**src/rtl/baud_gen.sv**
```systemverilog
// Baud-rate generator: oversample strobe, bit strobe and 50% square clock,
// with a 4-entry divisor table, req/ack reconfiguration, enable and resync.
module baud_gen #(
    parameter int unsigned CLK_HZ     = 50000000,
    parameter int unsigned BAUD0      = 9600,
    parameter int unsigned BAUD1      = 19200,
    parameter int unsigned BAUD2      = 57600,
    parameter int unsigned BAUD3      = 115200,
    parameter int unsigned OVERSAMPLE = 16,
    parameter int unsigned CNT_W      = 16
) (
    input  logic             clk_in,
    input  logic             rst_n,
    input  logic             enable,
    input  logic             cfg_req,
    input  logic [1:0]       speed,
    input  logic             resync,
    output logic             cfg_ack,
    output logic             os_tick,
    output logic             baud_tick,
    output logic             clk_out,
    output logic [CNT_W-1:0] div_val
);

    localparam int unsigned SUB_W = (OVERSAMPLE >= 2) ? $clog2(OVERSAMPLE) : 1;

    // Rounded-to-nearest divisor; a zero denominator yields 0 so the range check trips.
    function automatic logic [63:0] calc_div(input logic [63:0] baud);
        logic [63:0] den;
        den = baud * 64'(OVERSAMPLE);
        if (den == 64'd0) begin
            return 64'd0;
        end
        return (64'(CLK_HZ) + den / 64'd2) / den;
    endfunction

    localparam logic [63:0] DIV0_L = calc_div(64'(BAUD0));
    localparam logic [63:0] DIV1_L = calc_div(64'(BAUD1));
    localparam logic [63:0] DIV2_L = calc_div(64'(BAUD2));
    localparam logic [63:0] DIV3_L = calc_div(64'(BAUD3));

    // Speed slot to divisor; used both for elaboration checks and the LOAD mux.
    function automatic logic [63:0] div_of(input logic [1:0] k);
        case (k)
            2'd0:    return DIV0_L;
            2'd1:    return DIV1_L;
            2'd2:    return DIV2_L;
            default: return DIV3_L;
        endcase
    endfunction

    generate
        if (OVERSAMPLE < 2 || (OVERSAMPLE % 2) != 0) begin : g_bad_os
            $error("baud_gen: OVERSAMPLE must be even and >= 2");
        end
        for (genvar gi = 0; gi < 4; gi++) begin : g_div_chk
            if (div_of(2'(gi)) < 64'd2 || div_of(2'(gi)) >= (64'd1 << CNT_W)) begin : g_bad_div
                $error("baud_gen: divisor out of range for a speed slot");
            end
        end
    endgenerate

    typedef enum logic [0:0] {ST_RUN, ST_LOAD} state_t;

    state_t           state_q, state_d;
    logic [1:0]       spd_q, spd_d;
    logic [CNT_W-1:0] div_q, div_d;
    logic [CNT_W-1:0] os_cnt_q, os_cnt_d;
    logic [SUB_W-1:0] sub_cnt_q, sub_cnt_d;
    logic             clk_q, clk_d;
    logic             os_tick_q, os_tick_d;
    logic             baud_tick_q, baud_tick_d;
    logic             ack_q, ack_d;

    logic os_wrap;
    logic sub_last;
    logic sub_half;

    assign os_wrap  = (os_cnt_q == div_q - CNT_W'(1));
    assign sub_last = (sub_cnt_q == SUB_W'(OVERSAMPLE - 1));
    assign sub_half = (sub_cnt_q == SUB_W'(OVERSAMPLE / 2 - 1));

    // Next-state and datapath: reconfiguration has priority over resync,
    // resync has priority over counting, and ticks default low.
    always_comb begin
        state_d     = state_q;
        spd_d       = spd_q;
        div_d       = div_q;
        os_cnt_d    = os_cnt_q;
        sub_cnt_d   = sub_cnt_q;
        clk_d       = clk_q;
        os_tick_d   = 1'b0;
        baud_tick_d = 1'b0;
        ack_d       = 1'b0;
        case (state_q)
            ST_RUN: begin
                if (cfg_req) begin
                    spd_d   = speed;
                    state_d = ST_LOAD;
                end
                if (resync && !cfg_req) begin
                    os_cnt_d  = '0;
                    sub_cnt_d = '0;
                    clk_d     = 1'b0;
                end else if (enable) begin
                    if (os_wrap) begin
                        os_cnt_d  = '0;
                        os_tick_d = 1'b1;
                        if (sub_last) begin
                            sub_cnt_d   = '0;
                            baud_tick_d = 1'b1;
                        end else begin
                            sub_cnt_d = sub_cnt_q + SUB_W'(1);
                        end
                        if (sub_half || sub_last) begin
                            clk_d = ~clk_q;
                        end
                    end else begin
                        os_cnt_d = os_cnt_q + CNT_W'(1);
                    end
                end
            end
            ST_LOAD: begin
                div_d     = CNT_W'(div_of(spd_q));
                os_cnt_d  = '0;
                sub_cnt_d = '0;
                clk_d     = 1'b0;
                ack_d     = 1'b1;
                state_d   = ST_RUN;
            end
            default: begin
                state_d = ST_RUN;
            end
        endcase
    end

    // FSM state and latched speed; a reset discards any pending speed.
    always_ff @(posedge clk_in or negedge rst_n) begin
        if (!rst_n) begin
            state_q <= ST_RUN;
            spd_q   <= 2'd0;
        end else begin
            state_q <= state_d;
            spd_q   <= spd_d;
        end
    end

    // Divisor, counters and registered strobes.
    always_ff @(posedge clk_in or negedge rst_n) begin
        if (!rst_n) begin
            div_q       <= CNT_W'(DIV0_L);
            os_cnt_q    <= '0;
            sub_cnt_q   <= '0;
            clk_q       <= 1'b0;
            os_tick_q   <= 1'b0;
            baud_tick_q <= 1'b0;
            ack_q       <= 1'b0;
        end else begin
            div_q       <= div_d;
            os_cnt_q    <= os_cnt_d;
            sub_cnt_q   <= sub_cnt_d;
            clk_q       <= clk_d;
            os_tick_q   <= os_tick_d;
            baud_tick_q <= baud_tick_d;
            ack_q       <= ack_d;
        end
    end

    assign cfg_ack   = ack_q;
    assign os_tick   = os_tick_q;
    assign baud_tick = baud_tick_q;
    assign clk_out   = clk_q;
    assign div_val   = div_q;

endmodule

```
**config.mk**
```make
export PLATFORM = sky130hd
export DESIGN_NAME = baud_gen
export DESIGN_NICKNAME = d
export VERILOG_FILES = /design/src/rtl/baud_gen.sv
export SDC_FILE = /design/constraint.sdc
export NUM_CORES = 1
export LEC_CHECK = 0
export CAP_MARGIN = 0
export CORE_MARGIN = 2
export CORE_UTILIZATION = 50
export DETAILED_ROUTE_END_ITERATION = 7
export GPL_ROUTABILITY_DRIVEN = 0
export PLACE_DENSITY_LB_ADDON = 0.1
export SYNTH_ARGS = -nofsm -noshare
export SYNTH_HDL_FRONTEND = slang
export SYNTH_SLANG_ARGS = --single-unit
```
**constraint.sdc**
```tcl
create_clock -name clk_in -period 2.5 [get_ports clk_in]
set_input_delay 0.25 -clock clk_in [delete_from_list [all_inputs] [get_ports clk_in]]
set_output_delay 0.25 -clock clk_in [all_outputs]
set_load 0.01 [all_outputs]
```
==> summary.txt <==
Yosys
  • Register bit count reported by yosys: 34
  • Share of async-settable or async-resettable flops after synthesis: 1.00
  • Instance count of the mapped netlist: 185
  • Number of enable flip-flop cells after synthesis: 0
  • Mean instance size in the synthesized netlist: 9.66 um^2
  • Post-synth design cell area: 1790 um^2
  • Share of the yosys chip area belonging to registers: 0.478
  • Dominant register cell in the synthesized netlist: sky130_fd_sc_hd__dfrtp_1
  • Number of synthesis warnings: 0
  • Unique masters post-synth: 37

Clock network
  • Clock Sinks: 34
  • Maximum clock insertion buffer count: 2
  • TritonCTS buffer count: 5
  • TritonCTS clock tree: built
  • CTS resizes: 0
  • Number of levels in the clock H-tree: 2
  • Number of hold buffers added after CTS: 0
  • Number of setup buffers added after CTS: 0
  • Latest clock arrival within the worst-skew pair: 0.34 ns
  • Cell chosen for the clock root: sky130_fd_sc_hd__clkbuf_4
  • Clock slew seen by the registers of the worst setup and hold paths: 0.10 ns

Routing
  • Router iterations before antenna repair: 4
  • Count of nets left with antenna violations after detail routing: 0
  • Remaining routing DRC violations: 0
  • Routed vias: 1395
  • Aggregate routed wire length: 3620 um
  • Number of DRC markers in iteration 0: 75
  • Wire length per cell after detailed routing: 14.4 um
  • Post-detailed-route via-to-cell ratio: 5.54

Min path
  • Worst min path class: input pin to asynchronous set/reset pin

Setup path
  • Crit-path max FO: 6
  • Cell type of the slowest stage on the worst timing path: sky130_fd_sc_hd__dfrtp_1
  • Number of buffers and inverters on the critical path: 0
  • Slowest cell delay on critical path: 0.41 ns
  • Worst setup path class: register to register
  • Crit path cell chain: or3b_1 -> a211oi_2 -> nand4_1 -> or3_1 -> a21oi_1
  • Required time reported for the critical path endpoint: 2.76 ns
  • CP Capture Type: register
  • Arrival time at the worst endpoint: 2.31 ns
  • Family with the most delay on the worst path: simple AND/OR/NAND/NOR gates
  • Worst setup SP type: register

Floorplan
  • Floorplan row count: 21
  • Width of the chip: 63.8 um
  • Die span in y: 63.8 um
  • Effective utilization at floorplan: 0.527
  • Total Die Area: 4070 um^2
  • Number of primary I/O pins: 27
  • Area of the core: 3390 um^2

STA
  • Min cycle time layout: 2.05 ns
  • Hold slack final: 0.318 ns
  • # setup viols final: 0
  • Clock Skews: 0.0108 ns
  • RSZ-0062 raised after global routing: no
  • Achievable clock frequency: 0.487 GHz
  • Share of the cycle needed by the critical path after routing: 0.821
  • Total Neg Setup Slack: 0 ns
  • Max-Slew Margin vs Limit: 0.595
  • Pins over their slew limit: 0
  • Transition time at the pin with the least slew margin: 0.602 ns
  • Hold Vio Cnt, Final: 0
  • Post-layout worst setup margin: 0.447 ns

Pwr
  • Max IR drop VDD: 0.349 mV
  • Standby leakage power: 0.909 nW
  • Power per standard cell area: 583 nW/um^2

Placement
  • PortBufs: 18
  • HPWL reported at the end of detailed placement: 2610 um
  • Worst slack at placement: 0.401 ns
  • Inst Count DP: 244

Global route
  • Vias in the first global route: 1297
  • Largest net degree at the start of global routing: 35
  • Global route overflow: 0
  • Number of antenna violations at the first check in global routing: 0
  • First-pass GRT wire length: 6200 um
  • Tot GR Track Use: 0.198

Layout
  • Final core utilization: 0.601
  • Number of diodes: 0
  • Filler Cells Inserted: 286
  • Layout Nets: 218
  • Share of cells above drive strength 1: 0.0922
  • Layout overhead on the synthesized area: 14.0%
  • Finished Layout Cells: 252

Flow run
  • Number of maximum-capacitance violations: 0

Outcome
  • Outcome: completed
[logic make-up (layout without fill, tap and decap cells)]
kind of cell / after synthesis / after routing / share of synthesized area
and+or+nand+nor: 74 / 74 / 0.204
buffers and inverters: 19 / 34 / 0.0623
adders and majority gates: 6 / 6 / 0.0420
other: 2 / 8 / 0.00420
muxes: 8 / 8 / 0.0483
xor gates and xnor gates: 14 / 14 / 0.0686
AOI/OAI and AO/OA: 28 / 28 / 0.0924
DFF: 34 / 34 / 0.478
[placed cells by master (no fill, tap or decap), types with 2 or more instances in the layout]
| cell | synthesis | layout |
|---|---|---|
| sky130_fd_sc_hd__a21oi_1 | 10 | 10 |
| sky130_fd_sc_hd__a31oi_1 | 4 | 4 |
| sky130_fd_sc_hd__and3_1 | 3 | 3 |
| sky130_fd_sc_hd__buf_4 | 10 | 3 |
| sky130_fd_sc_hd__clkbuf_4 | 0 | 5 |
| sky130_fd_sc_hd__clkdlybuf4s50_1 | 0 | 18 |
| sky130_fd_sc_hd__conb_1 | 2 | 8 |
| sky130_fd_sc_hd__dfrtp_1 | 32 | 32 |
| sky130_fd_sc_hd__dfstp_2 | 2 | 2 |
| sky130_fd_sc_hd__ha_1 | 6 | 6 |
| sky130_fd_sc_hd__inv_1 | 5 | 5 |
| sky130_fd_sc_hd__mux2_2 | 5 | 5 |
| sky130_fd_sc_hd__mux2i_1 | 3 | 3 |
| sky130_fd_sc_hd__nand2_1 | 14 | 14 |
| sky130_fd_sc_hd__nand2b_1 | 2 | 2 |
| sky130_fd_sc_hd__nand3_1 | 10 | 10 |
| sky130_fd_sc_hd__nand4_1 | 3 | 3 |
| sky130_fd_sc_hd__nor2_1 | 22 | 22 |
| sky130_fd_sc_hd__nor2b_1 | 2 | 2 |
| sky130_fd_sc_hd__nor3_1 | 5 | 5 |
| sky130_fd_sc_hd__o21ai_0 | 9 | 9 |
| sky130_fd_sc_hd__or3_1 | 5 | 5 |
| sky130_fd_sc_hd__or4_1 | 2 | 2 |
| sky130_fd_sc_hd__xnor2_1 | 3 | 3 |
| sky130_fd_sc_hd__xor2_1 | 11 | 11 |
[through the flow]
| stage | instance area (um^2) | total power [mW] |
|---|---|---|
| floorplan | 1810 | 0.782 |
| global placement | 1980 | 0.882 |
| detailed placement | 1980 | 0.888 |
| CTS | 2040 | 1.20 |
| global route | 2040 | 1.26 |
| finish | 2040 | 1.19 |
[state kept, by name, summed over array words and instances (netlist names)]
| register | cells |
|---|---|
| sub_cnt_q | 4 |
| os_cnt_q | 16 |
| os_tick | 1 |
| cfg_ack | 1 |
| baud_tick | 1 |
| div_val | 7 |
| state_q | 1 |
| spd_q | 2 |
| clk_out | 1 |
[worst paths after layout]
check | from | end | slack (ns) | cells past startpoint
hold reg to reg | sub_cnt_q[1]$_DFFE_PN0P_ | sub_cnt_q[1]$_DFFE_PN0P_ | 0.57 | 2
setup / recovery | div_val[0]$_DFFE_PN0P_ | clk_out$_DFFE_PN0P_ | 0.45 | 5
max in group asynchronous | rst_n | div_val[2]$_DFFE_PN1P_ | 1.85 | 2
hold / removal | rst_n | sub_cnt_q[2]$_DFFE_PN0P_ | 0.32 | 2
min in group clk_in | speed[0] | spd_q[0]$_DFFE_PN0P_ | 0.47 | 3
setup reg to reg | div_val[0]$_DFFE_PN0P_ | clk_out$_DFFE_PN0P_ | 0.45 | 5
[layer usage]
metal	GRT usage	part of all wire	vias to the layer above	wire, um
met5	0	0	-	0
met4	0.0652	0.013	0	48
met3	0.0546	0.060	7	217
met2	0.322	0.48	48	1740
met1	0.256	0.44	683	1610
li1	-	-	657	-
[cells in the mapped netlist, types with 3 or more instances]
library cell / number / area, um^2
sky130_fd_sc_hd__nor2_1: 22 / 82.6
sky130_fd_sc_hd__mux2i_1: 3 / 30.0
sky130_fd_sc_hd__or3_1: 5 / 31.3
sky130_fd_sc_hd__a31oi_1: 4 / 25.0
sky130_fd_sc_hd__a21oi_1: 10 / 50.1
sky130_fd_sc_hd__dfrtp_1: 32 / 801
sky130_fd_sc_hd__nand3_1: 10 / 50.1
sky130_fd_sc_hd__buf_4: 10 / 75.1
sky130_fd_sc_hd__o21ai_0: 9 / 45.0
sky130_fd_sc_hd__and3_1: 3 / 18.8
sky130_fd_sc_hd__ha_1: 6 / 75.1
sky130_fd_sc_hd__nand4_1: 3 / 18.8
sky130_fd_sc_hd__nand2_1: 14 / 52.6
sky130_fd_sc_hd__nor3_1: 5 / 25.0
sky130_fd_sc_hd__xnor2_1: 3 / 26.3
sky130_fd_sc_hd__mux2_2: 5 / 56.3
sky130_fd_sc_hd__xor2_1: 11 / 96.3
sky130_fd_sc_hd__inv_1: 5 / 18.8
[power by group]
group	internal (mW)	total (mW)	switching [mW]
registers	0.594	0.637	0.0432
logic	0.124	0.240	0.117
clock network	0.136	0.310	0.174
[final cells by class]
class	count	area [um^2]	area share
clock inverters	1	5.00	0.00246
repair buffers	21	203	0.0995
multi-input cells	138	845	0.415
flip-flops and latches	34	853	0.419
inverters	5	18.8	0.00921
well taps	46	57.6	0.0283
clock buffers	7	55.1	0.0270
Power figures use the tool's default switching activity.
